<file path="src/rtl/pwm_core.sv">
// pwm_core: counter-based PWM generator with prescaler, double-buffered
// period/duty/prescale settings and a run/drain FSM so that dropping the
// enable always lets the current PWM period finish.
module pwm_core #(
    parameter int WIDTH  = 8,
    parameter int PWIDTH = 8
) (
    input  logic              ck,
    input  logic              rst,
    input  logic              en,
    input  logic              load,
    input  logic [WIDTH-1:0]  period,
    input  logic [WIDTH-1:0]  duty,
    input  logic [PWIDTH-1:0] presc,
    output logic              pwm_d,
    output logic              busy,
    output logic              cycle_end
);

    typedef enum logic [1:0] {
        IDLE  = 2'd0,
        RUN   = 2'd1,
        DRAIN = 2'd2
    } state_t;

    state_t state, state_nx;

    logic [PWIDTH-1:0] pcnt;
    logic [WIDTH-1:0]  cnt;

    // Pending set: written by load, waits for a safe point to be applied.
    logic [WIDTH-1:0]  p_p, d_p;
    logic [PWIDTH-1:0] k_p;
    logic              pend;

    // Shadow set: the only settings the counters and compare ever see.
    logic [WIDTH-1:0]  p_s, d_s;
    logic [PWIDTH-1:0] k_s;

    logic tick, boundary, xfer;

    assign busy      = (state != IDLE);
    assign tick      = (pcnt == k_s);
    assign boundary  = busy && tick && (cnt == p_s);
    // Transfer uses the pending contents as they stood before any
    // same-cycle load, so a load on the boundary waits one more period.
    assign xfer      = pend && ((state == IDLE) || boundary);

    // Outputs decode registered state only; no input reaches an output.
    assign pwm_d     = busy && (cnt < d_s);
    assign cycle_end = boundary;

    // FSM next-state: drain keeps counting until the period boundary.
    always_comb begin
        state_nx = state;
        case (state)
            IDLE:    if (en) state_nx = RUN;
            RUN:     if (!en) state_nx = boundary ? IDLE : DRAIN;
            DRAIN:   begin
                if (en)            state_nx = RUN;
                else if (boundary) state_nx = IDLE;
            end
            default: state_nx = IDLE;
        endcase
    end

    // FSM state register.
    always_ff @(posedge ck) begin
        if (rst) state <= IDLE;
        else     state <= state_nx;
    end

    // Prescaler and period counters; held at zero while idle or leaving idle.
    always_ff @(posedge ck) begin
        if (rst) begin
            pcnt <= '0;
            cnt  <= '0;
        end else if ((state == IDLE) || (state_nx == IDLE)) begin
            pcnt <= '0;
            cnt  <= '0;
        end else begin
            if (tick) begin
                pcnt <= '0;
                cnt  <= boundary ? '0 : cnt + 1'b1;
            end else begin
                pcnt <= pcnt + 1'b1;
            end
        end
    end

    // Pending register set and its valid flag; last load wins.
    always_ff @(posedge ck) begin
        if (rst) begin
            p_p  <= '0;
            d_p  <= '0;
            k_p  <= '0;
            pend <= 1'b0;
        end else begin
            if (load) begin
                p_p <= period;
                d_p <= duty;
                k_p <= presc;
            end
            pend <= load || (pend && !xfer);
        end
    end

    // Shadow register set, updated only at a safe point.
    always_ff @(posedge ck) begin
        if (rst) begin
            p_s <= '1;
            d_s <= '0;
            k_s <= '0;
        end else if (xfer) begin
            p_s <= p_p;
            d_s <= d_p;
            k_s <= k_p;
        end
    end

endmodule

</file>
<file path="config.mk">
export PLATFORM = sky130hd
export DESIGN_NAME = pwm_core
export DESIGN_NICKNAME = d
export VERILOG_FILES = /design/src/rtl/pwm_core.sv
export SDC_FILE = /design/constraint.sdc
export NUM_CORES = 1
export LEC_CHECK = 0
export ABC_AREA = 0
export CORE_MARGIN = 3
export CORE_UTILIZATION = 30
export CTS_CLUSTER_DIAMETER = 60
export DETAILED_ROUTE_END_ITERATION = 10
export GPL_ROUTABILITY_DRIVEN = 0
export PLACE_DENSITY = 0.59
export SLEW_MARGIN = 20
export SYNTH_ARGS = -nofsm -noshare
export SYNTH_HDL_FRONTEND = slang
export SYNTH_SLANG_ARGS = --single-unit
</file>
<file path="constraint.sdc">
create_clock -name ck -period 2.9 [get_ports ck]
set_input_delay 0.435 -clock ck [delete_from_list [all_inputs] [get_ports ck]]
set_output_delay 0.435 -clock ck [all_outputs]
set_load 0.01 [all_outputs]
</file>
; ---- After elaboration in Yosys (flattened, before gate mapping)
; Cells that the tools add are included.
[word_totals]
register_bits = 67
in_bits = 28
output_inout_bits = 3
elab_cells = 38
[op_classes]
addsub = 2
magnitude_cmp = 1
n_eq_ne = 4
mux = 7
reduce_logical = 14
[ops]
columns = cell, count
row1 = "8-bit by 1-bit adder with 8-bit output, second input constant", 2
row2 = 8-bit == test, 2
row3 = 2-bit two-way mux, 5
row4 = 8-bit < comparator, 1
row5 = 8-bit two-way mux, 1
row6 = 2-bit case mux with 3 select lines, 1
row7 = 1-bit logical AND, 5
row8 = 2-bit zero test, 2
row9 = 1-bit logical OR, 3
row10 = 3-bit OR reduction, 1
row11 = "2-bit by 1-bit == test with 1-bit output, second input constant", 1
row12 = "2-bit == test, second input constant", 1
row13 = 2-bit nonzero test, 1
row14 = 2-bit OR reduction, 1
row15 = 1-bit zero test, 1

; ---- Depth between registers and ports, before layout
; Gate-level depths: netlist (run 1).
[logic_depth]
ltp_word = 9
mapped_depth = 7
depth_no_buf = 7

; ---- Worst setup path after synthesis (run 1)
; No wires, ideal clock.
[synth_path]
kind = register to output
start = reg cnt[4]
end = out cycle_end
arrival_ns = 1.638
required_ns = 2.465
path_slack_ns = 0.827
stages_incl_launch_ff = 5
n_path_buf = 0
path_cell_list = dfxtp_1 -> xor2_1 -> or4_4 -> nor4_4 -> and2_2
[synth_between]
elab_chain_len = 2
[synth_lines]
columns = element, line_no
row1 = start: declaration, 29  ; logic [WIDTH-1:0] cnt;
row2 = start signal: assignment, 84  ; cnt <= boundary ? '0 : cnt + 1'b1;
row3 = 8-bit == test, 44  ; assign boundary = busy && tick && (cnt == p_s);
row4 = 1-bit logical AND, 44
row5 = end: declaration, 17  ; output logic cycle_end
; Every way passes these cells.

; ---- Worst setup path after layout (run 1)
; Ends and elaborated chain as after synthesis.

==> run metrics, run 1 <==
status complete, no violations; Clock Pin Slew Worst Setup and Hold Paths 0.07 ns; IO Port Bufs 30; Root Buffer clkbuf_8; met2 WL 2.58 mm; number of flops mapped to enable cells by yosys 0; Mapped Cells 311; max-slew violation count 0; synthesis-stage register bit count 67; Routed met3 length 282 µm; post-synthesis compound-gate area fraction 6.18%; VDD IR max 325 µV; syn_nets 348; mux share of post-synthesis cell area 13.6%; Post-Synth XOR/XNOR Area 6.87%; vias in the first global route 2012; RSZ-0062 raised after global routing false; Min-Delay Path Class register to register; max layer used met4; Final #Nets 380; fmax 355 MHz; Hold Fails Final Rpt 0; Met1 Routed Length 2.72 mm; worst slack at placement 0.402 ns; slowest stage cell, crit path or4_4; setup TNS 0 ns; synthesized area per cell 9.43 µm²; leading cell type in the layout, fill and taps excluded dfxtp_1; Residual DRC 0; Critical Path RT 2.47 ns; Die Y-Extent 105 µm; ys async rst share 0%; die width 105 µm; Fin Clk Skew 0.00669 ns; slowest stage delay, CP 0.55 ns; DR vias 2134; critical path class register to output pin; Worst setup SP type register; Slew @ Worst Pin 0.595 ns; worst-path cell chain xor2_1, or4_4, nor4_4, and2_2, clkdlybuf4s50_1; drt total wl 5.61 mm; largest family of logic cells by synthesized area simple AND/OR/NAND/NOR gates; Seq/Total Area, Yosys 45.7%; Yosys warnings 0; Ports 31; Max Cap Viol 0; fillers 962; crit path buf inv count 1; period utilization 97.2%; Via density 4.47; max_slew headroom 60.4%; final worst setup slack 0.0811 ns; layout cells sized above 1 10.3%; first-pass GRT wire length 9.20 mm; TritonCTS clock tree built; Pwr Density 549 mW/mm²; P&R area growth vs syn 20.7%; Worst setup EP type output pin; # rows 35; # clock sinks 67; post-route antenna net violation count 0; Adder-Cell Fraction of Synth Area 3.84%; gr usage total 10.4%; Hold Buf Count CTS 0; largest net degree at the start of global routing 59; Yosys cell types 35; Leakage 1.43 nW; Initial DRC Count 68; WL per Instance 11.8 µm; CTS HTree Levels 3; most frequent cells in the layout 63 x dfxtp_1, 61 x nor2_1, 40 x mux2i_1, 28 x clkdlybuf4s50_1, 21 x xor2_1; CP top delay family simple AND/OR/NAND/NOR gates; clk buf depth 2; Tot Pwr 1.94 mW; Main synth FF type dfxtp_1; first-pass iteration count of the detailed router 4; Tmin final 2.82 ns; setup violators final 0; Worst EP arrival 2.38 ns; initial antenna violation count 0; die area 0.0110 mm²; worst-path maximum fanout 6; starting density of the core 31.3%; CTS buffer count 9; Antenna diodes 0; core area 0.00937 mm²; Final HPWL DP 3.94 mm; setup bufs post-CTS 0; worst skew pair latency 0.34 ns; GRT overflow 0; Post-Synth Simple-Gate Area 18.8%; synthesized area 0.00293 mm²
cells in the mapped netlist (3+ instances only):
master | number | share of area, %
clkbuf_1 | 9 | 1.2
nand3b_1 | 6 | 1.5
a21oi_1 | 17 | 2.9
xor2_1 | 21 | 6.3
and3_1 | 5 | 1.1
nand2b_1 | 3 | 0.64
nand2_1 | 7 | 0.90
ha_1 | 9 | 3.8
nand3_1 | 7 | 1.2
nor4_1 | 4 | 0.85
o21ai_0 | 8 | 1.4
nor3_1 | 10 | 1.7
inv_1 | 11 | 1.4
nor2_1 | 61 | 7.8
mux2i_1 | 40 | 14
dfxtp_1 | 67 | 46
registers in the layout, indices dropped and copies added, names as in the netlist:
| signal | flops |
|---|---|
| cnt | 8 |
| d_p | 8 |
| d_s | 8 |
| k_p | 8 |
| k_s | 8 |
| p_p | 8 |
| p_s | 8 |
| pcnt | 8 |
| state | 2 |
| pend | 1 |
layer usage:
layer,vias up,track usage (%)
met1,976,12.9
met5,-,0
met2,40,16.6
met4,0,3.19
met3,2,4.20
li1,1116,-
area by class of cell:
type | count | area, µm² | area share (%)
clock buffer | 12 | 145 | 4.10
multi-input combinational | 217 | 1450 | 40.8
tap | 129 | 161 | 4.56
timing repair buffer | 37 | 350 | 9.89
sequential | 67 | 1350 | 38.0
inverter | 11 | 41.3 | 1.17
clock inverter | 4 | 50.0 | 1.41
kinds of logic after synthesis:
| group | after synthesis |
|---|---|
| compound gates | 32 |
| xor+xnor | 23 |
| fa+ha+maj | 9 |
| buf+inv | 27 |
| flops | 67 |
| mux | 40 |
| simple gates | 113 |
through the flow:
| stage | hold WS (ns) | utilization, % | cells | cell area (µm²) |
|---|---|---|---|---|
| 2_1_floorplan | 0.436 | - | 311 | 2930 |
| 3_3_place_gp | 0.460 | 35.6 | 461 | 3340 |
| 3_5_place_dp | 0.459 | 35.6 | 461 | 3340 |
| 4_1_cts | 0.476 | 37.7 | 477 | 3530 |
| 5_1_grt | 0.511 | 37.8 | 477 | 3540 |
| 6_report | 0.470 | 37.8 | 477 | 3540 |
final timing paths:
| kind | startpoint | endpoint | slack, ns | depth (start not counted) |
|---|---|---|---|---|
| max reg2reg | pcnt[3]$_SDFF_PP0_ | cnt[6]$_SDFFE_PP0N_ | 0.85 | 7 |
| max | cnt[4]$_SDFFE_PP0N_ | cycle_end | 0.08 | 5 |
| min | pcnt[0]$_SDFF_PP0_ | pcnt[0]$_SDFF_PP0_ | 0.47 | 1 |
| min reg2reg | pcnt[0]$_SDFF_PP0_ | pcnt[0]$_SDFF_PP0_ | 0.47 | 1 |
report_power, final:
part | total [mW] | internal [mW] | switching [mW]
Clock | 0.760 | 0.419 | 0.340
Sequential | 0.982 | 0.959 | 0.0239
Combinational | 0.201 | 0.0997 | 0.102
timing repair:
| action | 4_1_cts | 5_1_grt |
|---|---|---|
| hold endpoints to repair | 0 | 0 |
| resized for setup | 0 | 5 |
| endpoints found under the setup margin | 0 | 2 |
Note: power is estimated with default switching activity, not from simulation.
==> run 2: changes to the inputs <==
--- a/config.mk
+++ b/config.mk
@@ -11,6 +11,7 @@
 export CTS_CLUSTER_DIAMETER = 60
 export DETAILED_ROUTE_END_ITERATION = 10
 export GPL_ROUTABILITY_DRIVEN = 0
+export GPL_TIMING_DRIVEN = 0
 export PLACE_DENSITY = 0.59
 export SLEW_MARGIN = 20
 export SYNTH_ARGS = -nofsm -noshare
==> run metrics, run 2 (synthesis gave the netlist of run 1 again) <==
Worst setup SP type register; Die Y-Extent 105 µm (unchanged); Critical Path RT 2.47 ns (about the same); Final HPWL DP 4.32 mm (+9.4%); period utilization 90.2% (-7.0 points); clk buf depth 2 (unchanged); gr usage total 11.1% (+0.68 points); post-route antenna net violation count 0 (unchanged); Min-Delay Path Class primary input to register; vias in the first global route 2136 (+6.2%); fmax 382 MHz (+7.7%); RSZ-0062 raised after global routing false; setup TNS 0 ns (unchanged); Initial DRC Count 75 (+10%); final worst setup slack 0.283 ns (+0.202 ns); Slew @ Worst Pin 0.794 ns (+0.200 ns); Worst R2R Start cnt[6]$_SDFFE_PP0N_; Final #Nets 389 (+2.4%); WL per Instance 12.2 µm (+3.3%); starting density of the core 31.3% (unchanged); Root Buffer clkbuf_8; die area 0.0110 mm² (unchanged); GRT overflow 0 (unchanged); leading cell type in the layout, fill and taps excluded dfxtp_1; Cells after DPL 469 (+1.7%); Clock Pin Slew Worst Setup and Hold Paths 0.08 ns (about the same); setup violators final 0 (unchanged); Pwr Density 570 mW/mm² (+3.9%); drt total wl 5.91 mm (+5.3%); Max Cap Viol 0 (unchanged); Fin Clk Skew 0.0101 ns (+0.00345 ns); Tot Pwr 2.06 mW (+6.2%); critical path class register to output pin; TritonCTS clock tree built; Hold Fails Final Rpt 0 (unchanged); Design Area, Final 0.00362 mm² (+2.2%); Leakage 1.47 nW (+2.4%); CTS buffer count 9 (unchanged); P&R area growth vs syn 23.3%; Worst setup EP type output pin; status complete, no violations; HP Start load; die width 105 µm (unchanged); VDD IR max 318 µV (-2.1%); Residual DRC 0 (unchanged); # clock sinks 67 (unchanged); Via density 4.53 (+1.3%); Crit Reg-Reg Endpoint k_s[1]$_SDFFE_PP0P_; Ports 31 (unchanged); R2R depth 7 (unchanged); CTS HTree Levels 3 (unchanged); hold path depth 3 (+2); DR vias 2202 (+3.2%); worst skew pair latency 0.34 ns (about the same); worst slack at placement 0.102 ns (-0.300 ns); core area 0.00937 mm² (unchanged); hold worst-path end k_p[7]$_SDFFE_PP0P_; flop2flop setup slack 0.89 ns (+0.04 ns); first-pass GRT wire length 9.83 mm (+6.8%); layout cells sized above 1 10.1% (-0.26 points); fin cells 486 (+1.9%); initial antenna violation count 0 (unchanged); first-pass iteration count of the detailed router 4 (unchanged); max-slew violation count 0 (unchanged); Tmin final 2.62 ns (-0.202 ns); max_slew headroom 47.0% (-13 points); most frequent cells in the layout 65 x dfxtp_1, 61 x nor2_1, 40 x mux2i_1, 27 x clkdlybuf4s50_1, 21 x xor2_1; IO Port Bufs 29 (-3.3%); largest net degree at the start of global routing 13 (-78%); Cell Area, Placed 0.00339 mm² (+1.4%); Antenna diodes 0 (unchanged); # rows 35 (unchanged); worst-path maximum fanout 6 (unchanged); Worst EP arrival 2.18 ns (-0.20 ns); fillers 977 (+1.6%); Hold Buf Count CTS 0 (unchanged)
==> run 2: changes by cell type in the layout (fill, tap and decap cells not counted), moves of 2 or more <==
cell           previous run  this run
clkbuf_1                  2         9
dfxtp_2                   4         2
dlygate4sd2_1             0         2
buf_6                     0         2
buf_4                     7         3
clkinvlp_4                2         0
dfxtp_1                  63        65
==> run 2: power breakdown <==
group          leakage [nW]  internal (mW)  switching, mW
Clock                 0.117          0.509          0.363
Combinational         0.804          0.106          0.102
Sequential            0.549          0.958         0.0247
==> run 2: critical path: stages, from the launching register on <==
cell	delay [ns]
dfxtp_2	0.36
xor2_1	0.16
or4_4	0.55
nor4_4	0.31
and2_2	0.19
dlygate4sd2_1	0.27
==> run 2: routing by layer <==
metal | vias to the layer above | wire, µm | global-route usage (%)
li1 | 1135 | - | -
met3 | 9 | 225 | 3.58
met4 | 0 | 93 | 4.31
met1 | 1018 | 2850 | 13.8
met2 | 40 | 2740 | 17.8
met5 | - | 0 | 0
==> run 2: final cells by class <==
type                            instances  area, µm²  share of cell area (%)
Sequential cell                        67       1340                    37.1
Tap cell                              129        161                    4.46
Timing Repair Buffer                   30        295                    8.16
Inverter                               11       41.3                    1.14
Buffer                                 16        105                    2.90
Clock inverter                          6       87.6                    2.42
Clock buffer                           10        138                    3.80
Multi-Input combinational cell        217       1450                    40.0
==> run 2: what timing repair did <==
action                                  CTS  global route
endpoints found under the setup margin    2             0
buffers inserted                          1             0
resized for setup                         4             0
==> run 2: worst max-delay path by stage <==
| stage | start | to |
|---|---|---|
| final | cnt[4]$_SDFFE_PP0N_ | cycle_end |
| after global routing | cnt[6]$_SDFFE_PP0N_ | cycle_end |
| after CTS | cnt[4]$_SDFFE_PP0N_ | cycle_end |
| after detailed placement | cnt[4]$_SDFFE_PP0N_ | cycle_end |
| after global placement | cnt[6]$_SDFFE_PP0N_ | cycle_end |
| after floorplan | cnt[4]$_SDFFE_PP0N_ | cycle_end |
==> run 2: stage by stage <==
step	utilization, %	hold WS (ns)
after floorplan	-	0.436
after global placement	36.1	0.456
after detailed placement	36.1	0.461
after CTS	38.6	0.388
after global routing	38.6	0.414
final	38.6	0.402
==> run 3: changes to the inputs <==
--- a/config.mk
+++ b/config.mk
@@ -12,7 +12,7 @@
 export DETAILED_ROUTE_END_ITERATION = 10
 export GPL_ROUTABILITY_DRIVEN = 0
 export GPL_TIMING_DRIVEN = 0
-export PLACE_DENSITY = 0.59
+export PLACE_DENSITY = 0.49
 export SLEW_MARGIN = 20
 export SYNTH_ARGS = -nofsm -noshare
 export SYNTH_HDL_FRONTEND = slang
==> run metrics, run 3 (synthesis gave the netlist of run 1 again) <==
status complete, no violations; P&R area growth vs syn 24.4%; starting density of the core 31.3% (unchanged); Clock Pin Slew Worst Setup and Hold Paths 0.08 ns (about the same); Ports 31 (unchanged); most frequent cells in the layout 62 x dfxtp_1, 61 x nor2_1, 40 x mux2i_1, 27 x clkdlybuf4s50_1, 21 x xor2_1; Hold Fails Final Rpt 0 (unchanged); setup TNS 0 ns (unchanged); Fin Clk Skew 0.00838 ns (-0.00176 ns); die area 0.0110 mm² (unchanged); # clock sinks 67 (unchanged); most frequent CP cell a21o_1; die width 105 µm (unchanged); drt total wl 6.14 mm (+3.9%); R2R depth 7 (unchanged); worst-path cell chain ha_1, a21o_1, a21o_1, a211oi_1, o21ai_0, o311ai_0, dlygate4sd2_1; worst skew pair latency 0.35 ns (about the same); Die Y-Extent 105 µm (unchanged); Leakage 1.49 nW (+1.5%); Slew @ Worst Pin 0.790 ns (-0.00439 ns); post-route antenna net violation count 0 (unchanged); switching pwr 499 µW (+1.8%); CTS buffer count 9 (unchanged); Worst setup SP type register; routing usage on met1 15.1% (+1.3 points); sequential power share 45.5% (-2.1 points); IO Port Bufs 29 (unchanged); period utilization 88.8% (-1.5 points); Min-Delay Path Class primary input to register; met2 Resource Use GR 19.4% (+1.6 points); layer with the highest usage met2; Residual DRC 0 (unchanged); internal power 1.66 mW (+5.5%); Final #Nets 389 (unchanged); first-pass GRT wire length 10.6 mm (+7.3%); Worst setup EP type output pin; slowest stage cell, crit path dfxtp_2; leading cell type in the layout, fill and taps excluded dfxtp_1; Antenna diodes 0 (unchanged); layout cells sized above 1 10.9% (+0.84 points); first-pass iteration count of the detailed router 4 (unchanged); GRT overflow 0 (unchanged); Switching Share 23.1% (-0.65 points); DR vias 2145 (-2.6%); RSZ-0062 raised after global routing false; Initial DRC Count 61 (-19%); met3 GRT Util 3.83% (+0.25 points); Root Buffer clkbuf_8; slowest stage delay, CP 0.36 ns (-0.19 ns); Comb power frac 9.7% (-0.4 points); Critical Path RT 2.47 ns (about the same); max_slew headroom 47.3% (+0.29 points); TritonCTS clock tree built; CTS HTree Levels 3 (unchanged); Max Cap Viol 0 (unchanged); hold path depth 3 (unchanged); largest net degree at the start of global routing 13 (unchanged); Worst Setup SP cnt[1]$_SDFFE_PP0N_; flop2flop setup slack 0.88 ns (about the same); crit path buf inv count 1 (unchanged); CP top delay family compound AO/OA/AOI/OAI gates; max-slew violation count 0 (unchanged); initial antenna violation count 0 (unchanged); Final HPWL DP 4.39 mm (+1.8%); setup violators final 0 (unchanged); Worst R2R Start cnt[6]$_SDFFE_PP0N_; gr usage total 12.0% (+0.94 points); Pwr Density 591 mW/mm² (+3.7%); core area 0.00937 mm² (unchanged); Via density 4.41 (-2.6%); vias in the first global route 2169 (+1.5%); Hold Buf Count CTS 0 (unchanged); Tmin final 2.57 ns (-0.0424 ns); critical path class register to output pin; Crit Reg-Reg Endpoint k_s[2]$_SDFFE_PP0P_; fmax 388 MHz (+1.6%); VDD IR max 354 µV (+11%); clk buf depth 2 (unchanged); # rows 35 (unchanged); worst-path maximum fanout 5 (-1); hold worst-path end p_p[7]$_SDFFE_PP0P_; WL per Instance 12.6 µm (+3.9%); HP Start load; Clock Power Share 44.8% (+2.5 points); hold_ws 0.393 ns (-0.00904 ns); Worst EP arrival 2.14 ns (-0.04 ns)
## run 3: repair_timing
| action | in CTS | in global routing |
|---|---|---|
| resized for setup | 3 | 5 |
| setup buffers | 1 | 0 |
| pin swaps | 1 | 1 |
| setup endpoints to repair | 2 | 1 |
## run 3: through the flow
stage | utilization (%) | cell area, µm² | power, mW | worst slack (ns) | instances
after floorplan | - | 2930 | 1.14 | 0.827 | 311
after global placement | 36.1 | 3390 | 1.22 | 0.0880 | 469
after detailed placement | 36.1 | 3390 | 1.22 | 0.114 | 469
after CTS | 38.9 | 3640 | 2.19 | 0.00107 | 486
after global routing | 39.0 | 3650 | 2.26 | 0.164 | 486
final | 39.0 | 3650 | 2.16 | 0.325 | 486
## run 3: routing by layer
metal,wire (µm),up-vias
li1,-,1127
met1,2930,979
met2,2850,30
met3,262,9
met4,103,0
met5,0,-
## run 3: worst max path at each step
stage / depth (start not counted) / slack, ns / to
3_3_place_gp: 5 / 0.09 / cycle_end
2_1_floorplan: 4 / 0.83 / cycle_end
5_1_grt: 7 / 0.16 / pwm_d
4_1_cts: 5 / 0.001 / cycle_end
6_report: 7 / 0.33 / pwm_d
3_5_place_dp: 5 / 0.11 / cycle_end
## run 3: final cells by class
class | count | area (µm²)
Fill cell | 1001 | 5720
Tap cell | 129 | 161
Clock buffer | 10 | 138
Sequential cell | 67 | 1350
Inverter | 11 | 41.3
Buffer | 16 | 105
Clock inverter | 6 | 111
Timing Repair Buffer | 30 | 299
Multi-Input combinational cell | 217 | 1450
## run 3: worst register-to-register path: cells and delay by family (launching register included)
kind	cells	cell delay (ns)
xor gates and xnor gates	1	0.15
AOI/OAI and AO/OA	1	0.33
buffers and inverters	1	0.28
and+or+nand+nor	3	0.55
muxes	1	0.21
DFF	1	0.35
## run 3: power groups by stage
stage               clock (mW)  sequential, mW  combinational, mW
finish                   0.967           0.982              0.209
global route              1.03           0.987              0.235
floorplan                    0           0.997              0.139
detailed placement           0            1.00              0.213
CTS                      0.992           0.983              0.214
global placement             0            1.00              0.211
